==> config.mk <==
export PLATFORM = sky130hd
export DESIGN_NAME = bcd_countdown_timer
export DESIGN_NICKNAME = d
export VERILOG_FILES = /design/src/rtl/timer_pkg.sv /design/src/rtl/bcd_down_digit.sv /design/src/rtl/bcd_countdown_timer.sv
export SDC_FILE = /design/constraint.sdc
export NUM_CORES = 1
export LEC_CHECK = 0
export CORE_MARGIN = 10
export CORE_UTILIZATION = 55
export CTS_CLUSTER_SIZE = 10
export DETAILED_ROUTE_END_ITERATION = 8
export GPL_ROUTABILITY_DRIVEN = 0
export GPL_TIMING_DRIVEN = 0
export PLACE_DENSITY = 0.92
export SYNTH_ARGS = -nofsm -noshare
export SYNTH_HDL_FRONTEND = slang
export SYNTH_HIERARCHICAL = 1
export SYNTH_SLANG_ARGS = --single-unit
==> constraint.sdc <==
create_clock -name clock -period 9 [get_ports clock]
set_input_delay 2.7 -clock clock [delete_from_list [all_inputs] [get_ports clock]]
set_output_delay 2.7 -clock clock [all_outputs]
set_load 0.1 [all_outputs]
==> src/rtl/timer_pkg.sv <==
// Shared types and constants for the BCD countdown timer.
package timer_pkg;

    typedef logic [3:0] bcd_t;

    localparam bcd_t BCD_MAX      = 4'd9;
    localparam bcd_t SEC_TENS_MAX = 4'd5;

    typedef enum logic {
        IDLE = 1'b0,
        RUN  = 1'b1
    } state_t;

endpackage

==> src/rtl/bcd_down_digit.sv <==
// One BCD digit with shift-in load, borrow-chained decrement and cancel.
module bcd_down_digit
    import timer_pkg::*;
#(
    parameter bcd_t MAX = BCD_MAX
) (
    input  logic clock,
    input  logic clear,
    input  logic load,
    input  bcd_t load_data,
    input  logic dec,
    input  logic cancel,
    output bcd_t q,
    output logic borrow_out,
    output logic is_zero
);

    bcd_t q_q;
    bcd_t q_d;

    always_comb begin
        q_d = q_q;
        if (cancel) begin
            q_d = '0;
        end else if (dec) begin
            q_d = (q_q == '0) ? MAX : q_q - 1'b1;
        end else if (load) begin
            q_d = load_data;
        end
    end

    always_ff @(posedge clock) begin
        if (clear) begin
            q_q <= '0;
        end else begin
            q_q <= q_d;
        end
    end

    assign q          = q_q;
    assign is_zero    = (q_q == '0);
    assign borrow_out = dec && (q_q == '0);

endmodule

==> src/rtl/bcd_countdown_timer.sv <==
// MM:SS countdown timer: keyed BCD entry, seconds prescaler, start/stop FSM.
module bcd_countdown_timer
    import timer_pkg::*;
#(
    parameter int MIN_DIGITS = 2,
    parameter int TICK_DIV   = 100
) (
    input  logic                    clock,
    input  logic                    clear,
    input  logic                    load,
    input  logic [3:0]              data,
    input  logic                    start,
    input  logic                    stop,
    output logic [3:0]              sec_ones,
    output logic [3:0]              sec_tens,
    output logic [4*MIN_DIGITS-1:0] mins,
    output logic                    zero,
    output logic                    running,
    output logic                    done
);

    localparam int ND = MIN_DIGITS + 2;
    localparam int PW = (TICK_DIV > 1) ? $clog2(TICK_DIV) : 1;

    bcd_t          dig [ND];
    logic [ND:0]   borrow;
    logic [ND-1:0] dig_zero;

    state_t        state_q, state_d;
    logic [PW-1:0] presc_q, presc_d;
    logic          zero_q, zero_d;
    logic          done_q, done_d;

    logic idle, go, cancel, shift, tick, term;

    always_comb begin
        idle   = (state_q == IDLE);
        go     = idle && start && !stop && !zero_q;
        cancel = idle && stop;
        shift  = idle && load && !stop && !go && (data <= BCD_MAX);
        tick   = !idle && !stop && (presc_q == PW'(TICK_DIV - 1));
        // last tick: only sec_ones==1 remains, so the decrement lands on all-zero
        term   = tick && (dig[0] == 4'd1) && (&dig_zero[ND-1:1]) && !borrow[ND];

        state_d = state_q;
        presc_d = '0;
        zero_d  = zero_q;
        done_d  = 1'b0;

        if (go) begin
            state_d = RUN;
            zero_d  = 1'b0;
        end

        if (!idle) begin
            if (stop) begin
                state_d = IDLE;
            end else if (term) begin
                state_d = IDLE;
                zero_d  = 1'b1;
                done_d  = 1'b1;
            end else if (!tick) begin
                presc_d = presc_q + 1'b1;
            end
        end

        if (cancel) begin
            zero_d = 1'b1;
        end
        if (shift) begin
            zero_d = (data == 4'd0) && (&dig_zero[ND-2:0]);
        end
    end

    always_ff @(posedge clock) begin
        if (clear) begin
            state_q <= IDLE;
            presc_q <= '0;
            zero_q  <= 1'b1;
            done_q  <= 1'b0;
        end else begin
            state_q <= state_d;
            presc_q <= presc_d;
            zero_q  <= zero_d;
            done_q  <= done_d;
        end
    end

    assign borrow[0] = tick;

    bcd_down_digit #(.MAX(BCD_MAX)) u_sec_ones (
        .clock      (clock),
        .clear      (clear),
        .load       (shift),
        .load_data  (data),
        .dec        (borrow[0]),
        .cancel     (cancel),
        .q          (dig[0]),
        .borrow_out (borrow[1]),
        .is_zero    (dig_zero[0])
    );

    bcd_down_digit #(.MAX(SEC_TENS_MAX)) u_sec_tens (
        .clock      (clock),
        .clear      (clear),
        .load       (shift),
        .load_data  (dig[0]),
        .dec        (borrow[1]),
        .cancel     (cancel),
        .q          (dig[1]),
        .borrow_out (borrow[2]),
        .is_zero    (dig_zero[1])
    );

    for (genvar k = 0; k < MIN_DIGITS; k++) begin : g_min
        bcd_down_digit #(.MAX(BCD_MAX)) u_min (
            .clock      (clock),
            .clear      (clear),
            .load       (shift),
            .load_data  (dig[k+1]),
            .dec        (borrow[k+2]),
            .cancel     (cancel),
            .q          (dig[k+2]),
            .borrow_out (borrow[k+3]),
            .is_zero    (dig_zero[k+2])
        );
        assign mins[4*k +: 4] = dig[k+2];
    end

    assign sec_ones = dig[0];
    assign sec_tens = dig[1];
    assign zero     = zero_q;
    assign running  = (state_q == RUN);
    assign done     = done_q;

endmodule

Word level (Yosys, flattened, before mapping)
Cells that the tools add are included.
Word-level totals
  bits in latches: 0
  register bits: 26
  memory bits (read-only): 0
  output and inout bits: 19
  memory bits (writable): 0
  memories kept: 0
  word-level logic and storage cells: 76
Cells by class
  reduce and logical (&&, ||, !) cells: 36
  bitwise operators: 1
  divide/modulo/power cells: 0
  mux-type cells: 23
  $lt $le $gt $ge: 1
  multipliers: 0
  add/sub/neg operators: 5
  shifts and indexed selects: 0
  eq/ne operators: 2
Operators by type and width (number)
  2-to-1 mux 4 bit: 12
  zero test 4 bit: 5
  logical AND 1 bit: 18
  subtractor 4 x 1 -> 4 bit, second input constant: 4
  2-to-1 mux 1 bit: 11
  nonzero test 2 bit: 4
  adder 7 x 1 -> 7 bit, second input constant: 1
  == test 7 bit, second input constant: 1
  AND reduction 3 bit: 2
  OR reduction 5 bit: 1
  == test 4 x 1 -> 1 bit, second input constant: 1
  less-or-equal comparator 4 bit, second input constant: 1
  zero test 1 bit: 4
  OR reduction 3 bit: 1
  OR reduction 2 bit: 1
  inverter 1 bit: 1

Longest topological paths before layout
  word-level depth: 14
  mapped depth: 14
  depth with buffers taken out: 11

Hierarchy
Netlist, hierarchy kept.
By module, submodules not included
  bcd_down_digit at g_min[0].u_min ...: cells an instance 29, area an instance 249.0 sq um, times used 3
  bcd_countdown_timer: cells an instance 54, area an instance 528.0 sq um, times used 1
  bcd_down_digit at u_sec_tens: cells an instance 26, area an instance 241.5 sq um, times used 1

Least setup slack after synthesis
No wires, ideal clock.
  path type: input-to-reg
  start: in stop
  end: reg zero_q, in the netlist zero
  cell stages on the path: 13
  library setup time: 0.127 ns
  arrival: 4.963 ns
  slack: 3.910 ns
  cell sequence: nand4bb_1 > nor2_1 > buf_2 > and2_1 > and2_1 > buf_2 > and2_1 > buf_2 > and2_1 > or4b_4 > nor4_4 > o31a_1 > or3_1
Between the ends
  longest elaborated chain between the ends: 14
  elaborated cells on any way between the ends: 24
RTL lines
  start, declared: line bcd_countdown_timer.sv:13  | input logic stop,
  zero test 1 bit: line bcd_countdown_timer.sv:41  | tick = !idle && !stop && (presc_q == PW'(TICK_DIV - 1));
  logical AND 1 bit (2 in a row): line bcd_countdown_timer.sv:41
  via borrow[0]: line bcd_countdown_timer.sv:26  | logic [ND:0] borrow;
  logical AND 1 bit: line bcd_down_digit.sv:42  | assign borrow_out = dec && (q_q == '0);
  via borrow[1]: line bcd_countdown_timer.sv:26
  logical AND 1 bit: line bcd_down_digit.sv:42
  via borrow[2]: line bcd_countdown_timer.sv:26
  logical AND 1 bit: line bcd_down_digit.sv:42
  via borrow[3]: line bcd_countdown_timer.sv:26
  [1 not listed]
  via borrow[4]: line bcd_countdown_timer.sv:26
  zero test 1 bit: line bcd_countdown_timer.sv:43  | term = tick && (dig[0] == 4'd1) && (&dig_zero[ND-1:1]) && !borrow[ND];
  logical AND 1 bit: line bcd_countdown_timer.sv:43
  2-to-1 mux 1 bit: line bcd_countdown_timer.sv:58  | end else if (term) begin
  2-to-1 mux 1 bit: line bcd_countdown_timer.sv:56  | if (stop) begin
  2-to-1 mux 1 bit: line bcd_countdown_timer.sv:55  | if (!idle) begin
  2-to-1 mux 1 bit: line bcd_countdown_timer.sv:67  | if (cancel) begin
  2-to-1 mux 1 bit: line bcd_countdown_timer.sv:70  | if (shift) begin
  end signal, assigned: line bcd_countdown_timer.sv:84  | zero_q <= zero_d;
  end, declared: line bcd_countdown_timer.sv:31  | logic zero_q, zero_d;
The timed path passes the listed nets, and every way through them passes these cells.
A chain may end at the register's enable or synchronous reset.

Final worst setup path
Ends and elaborated chain as after synthesis.

==> flow_metrics.tcl <==
set metrics [dict create \
    final.setup.tns_ns 0 \
    port_buffers 27 \
    final_cells 228 \
    drive_gt1_share_pct 14.65 \
    synth_warnings 6 \
    hp-class "reg2reg" \
    n_fill_cell 191 \
    worstSkewPairLatency_ns 0.32 \
    pwr-share-seq_pct 58.6 \
    syn-cell-area_um2 1516 \
    grt_setup_unrepaired "no" \
    p_sw_w 0.00005080 \
    cts_max_path_buffers 2 \
    reg2reg_to "zero" \
    reg2reg_slack_ns 5.81 \
    cp_cell_sequence "clkdlybuf4s50_1, nand4bb_1, nor2_1, buf_2, and2_1, and2_1, buf_2, and2_1, buf_2, and2_1, or4b_4, nor4_4, o31a_1, or3_1" \
    clkPwrFrac_pct 29.8 \
    grt_antenna_before_repair 0 \
    cts_tree "done" \
    cp_slowest_stage_delay_ns 0.47 \
    yosys-top-cells-area "dfxtp_1 (34%), nor4_4 (5.6%), nor2b_1 (5.0%)" \
    grt_max_degree 23 \
    fin_skew_ns 0.001817 \
    worst-setup-path-type "in2reg" \
    power.internal_w 0.0001497 \
    comb_power_share_pct 11.6 \
    synth_seq_cells 26 \
    synth_ff_type "dfxtp_1" \
    grt.overflow.total 0 \
    rr_worst_depth 14 \
    slew_violations 0 \
    ant_nets 0 \
    grt_pass1_wl_um 6223 \
    max_slew_margin_pct 34.12 \
    start_kind "input port" \
    switching_share_pct 25.34 \
    vias_per_cell 6.123 \
    synth-edff-count 0 \
    p_leak_nw 0.5771 \
    ys_seq_area_share_pct 34.32 \
    areaGrowthSynthToFinish_pct 22.69 \
    critPathMaxFanout 10 \
    place_inst 224 \
    die_h_um 72.51 \
    row_count 18 \
    final_common_cell "clkdlybuf4s50_1" \
    cts_setup_buffers 0 \
    cts_root_buf "clkbuf_4" \
    via_count 1396 \
    ios 28 \
    clk_pin_slew_worst_paths_ns 0.14 \
    ctsResizeCount 0 \
    drc 0 \
    period_needed_ns 5.512 \
    postCtsHoldBufs 0 \
    fin_crit_sh_pct 61.25 \
    cts_sinks 26 \
    fmax_mhz 181.4 \
    synth_nets 177 \
    status "complete, no violations" \
    holdPathStages 1 \
    critPathMostFrequentCell "and2_1" \
    worstHoldStart "presc_q[0]" \
    cp.arrival_ns 5.74 \
    worstMarginPinSlew_ns 0.9851 \
    vdd_drop_max_uv 127.8 \
    rr_startpoint "presc_q[0]" \
    synthCells 167 \
    synth_top_area_share_pct 34.32 \
    finalHoldViolCount 0 \
    synth_cell_types 44 \
    endpoint_kind "register" \
    fin_nets 209 \
    floorplan.initialDensity_pct 59.59 \
    pwr_density_cell_nw_per_um2 107.7 \
    diodes 0 \
    maxCapViolations 0 \
    htree_levels 1 \
    required_ns 9.22 \
    die_area_um2 5258 \
    worstHoldEndpoint "presc_q[0]" \
    core_um2 2545 \
    numCtsBuffers 3 \
    setup_viol 0 \
    grt_pass1_vias 1402 \
    finalWirelength_um 3658 \
    async_flop_share_pct 0 \
    netlist.top_cell.by_area "dfxtp_1" \
    drt-initial-drc-count 156 \
    grt_usage_pct 14.12 \
    synth_area_per_cell_um2 9.081 \
    layout_common_cells "clkdlybuf4s50_1 (27), dfxtp_1 (26), nor2_1 (17)" \
    die_w_um 72.51 \
    timing.critical_path.slowest_stage_cell "clkdlybuf4s50_1" \
    dr.pass1.iters 4 \
    wl_per_cell_um 16.04 \
    hpwl_um 2851 \
]
## per-layer routing
layer / GRT usage, % / wire [um] / share of wire, %
met3: 3.810 / 194 / 5.3
met2: 24.78 / 1915 / 52
met4: 5.907 / 45 / 1.2
met5: 0 / 0 / 0
met1: 15.61 / 1502 / 41
## worst max-delay path: cells and delay by family
kind	cells	cell delay, ns
buffers and inverters	4	1.09
AOI/OAI and AO/OA	1	0.23
and+or+nand+nor	9	1.72
## area by class of cell
cell class	instances	area, um2	share of cell area [%]
repair buffers	27	270.3	14.53
plain buffers	4	26.28	1.412
well taps	30	37.54	2.017
flip-flops and latches	26	520.5	27.98
inverters	7	26.28	1.412
clock buffers	4	36.28	1.950
multi-input cells	130	943.4	50.71
## cell usage after synthesis, types with 2 or more instances
cell type	count
nor4_4	4
dfxtp_1	26
nand2b_1	4
nor3_1	2
nor2_2	4
xnor2_1	3
nor3b_1	2
nor3_2	3
nand4_1	2
a21oi_1	6
buf_2	3
a211oi_1	7
a211o_1	3
nor2b_1	12
nand2_1	9
o21ai_0	10
or2_2	3
a311oi_1	6
and2_1	4
nand3_1	2
xor2_1	2
a22oi_1	6
nor2_1	17
inv_1	7
## registers in the layout, indices dropped and copies added, names as in the netlist
register,count
done,1
g_min.u_min/q,8
presc_q,7
running,1
u_sec_ones/q,4
u_sec_tens/q,4
zero,1
## power groups by stage
stage               clock (W)  combinational, W  sequential, W
finish              0.0000598         0.0000232       0.000117
global route        0.0000660         0.0000247       0.000118
CTS                 0.0000608         0.0000231       0.000117
detailed placement          0         0.0000231       0.000120
global placement            0         0.0000223       0.000120
floorplan                   0        0.00000919       0.000125
## how the worst max path moves through the flow
stage               from    to  slack (ns)  cells after the start
finish              stop  zero        3.49                     14
global placement    stop  zero        3.25                     14
CTS                 stop  zero        3.50                     14
global route        stop  zero        3.35                     14
floorplan           stop  zero        3.91                     13
detailed placement  stop  zero        3.13                     14
## through the flow
stage	util [%]	hold slack [ns]	cell area, um2	power [W]	setup slack [ns]
after floorplan	-	0.4175	1516	0.0001342	3.910
after global placement	71.68	0.4270	1824	0.0001420	3.245
after detailed placement	71.68	0.4508	1824	0.0001430	3.133
after CTS	73.11	0.4697	1861	0.0002012	3.503
after global routing	73.11	0.4833	1861	0.0002083	3.347
final	73.11	0.4667	1861	0.0002005	3.488
## logic make-up (layout without fill, tap and decap cells)
logic type,after synthesis,after routing,share of synthesized area (%)
AOI/OAI and AO/OA,43,43,20.05
DFF,26,26,34.32
and+or+nand+nor,79,79,37.05
xor gates and xnor gates,5,5,2.888
buffers and inverters,11,42,3.465
muxes,2,2,1.403
adders and majority gates,1,1,0.8250
No activity file was read; power rests on OpenSTA's default activity.
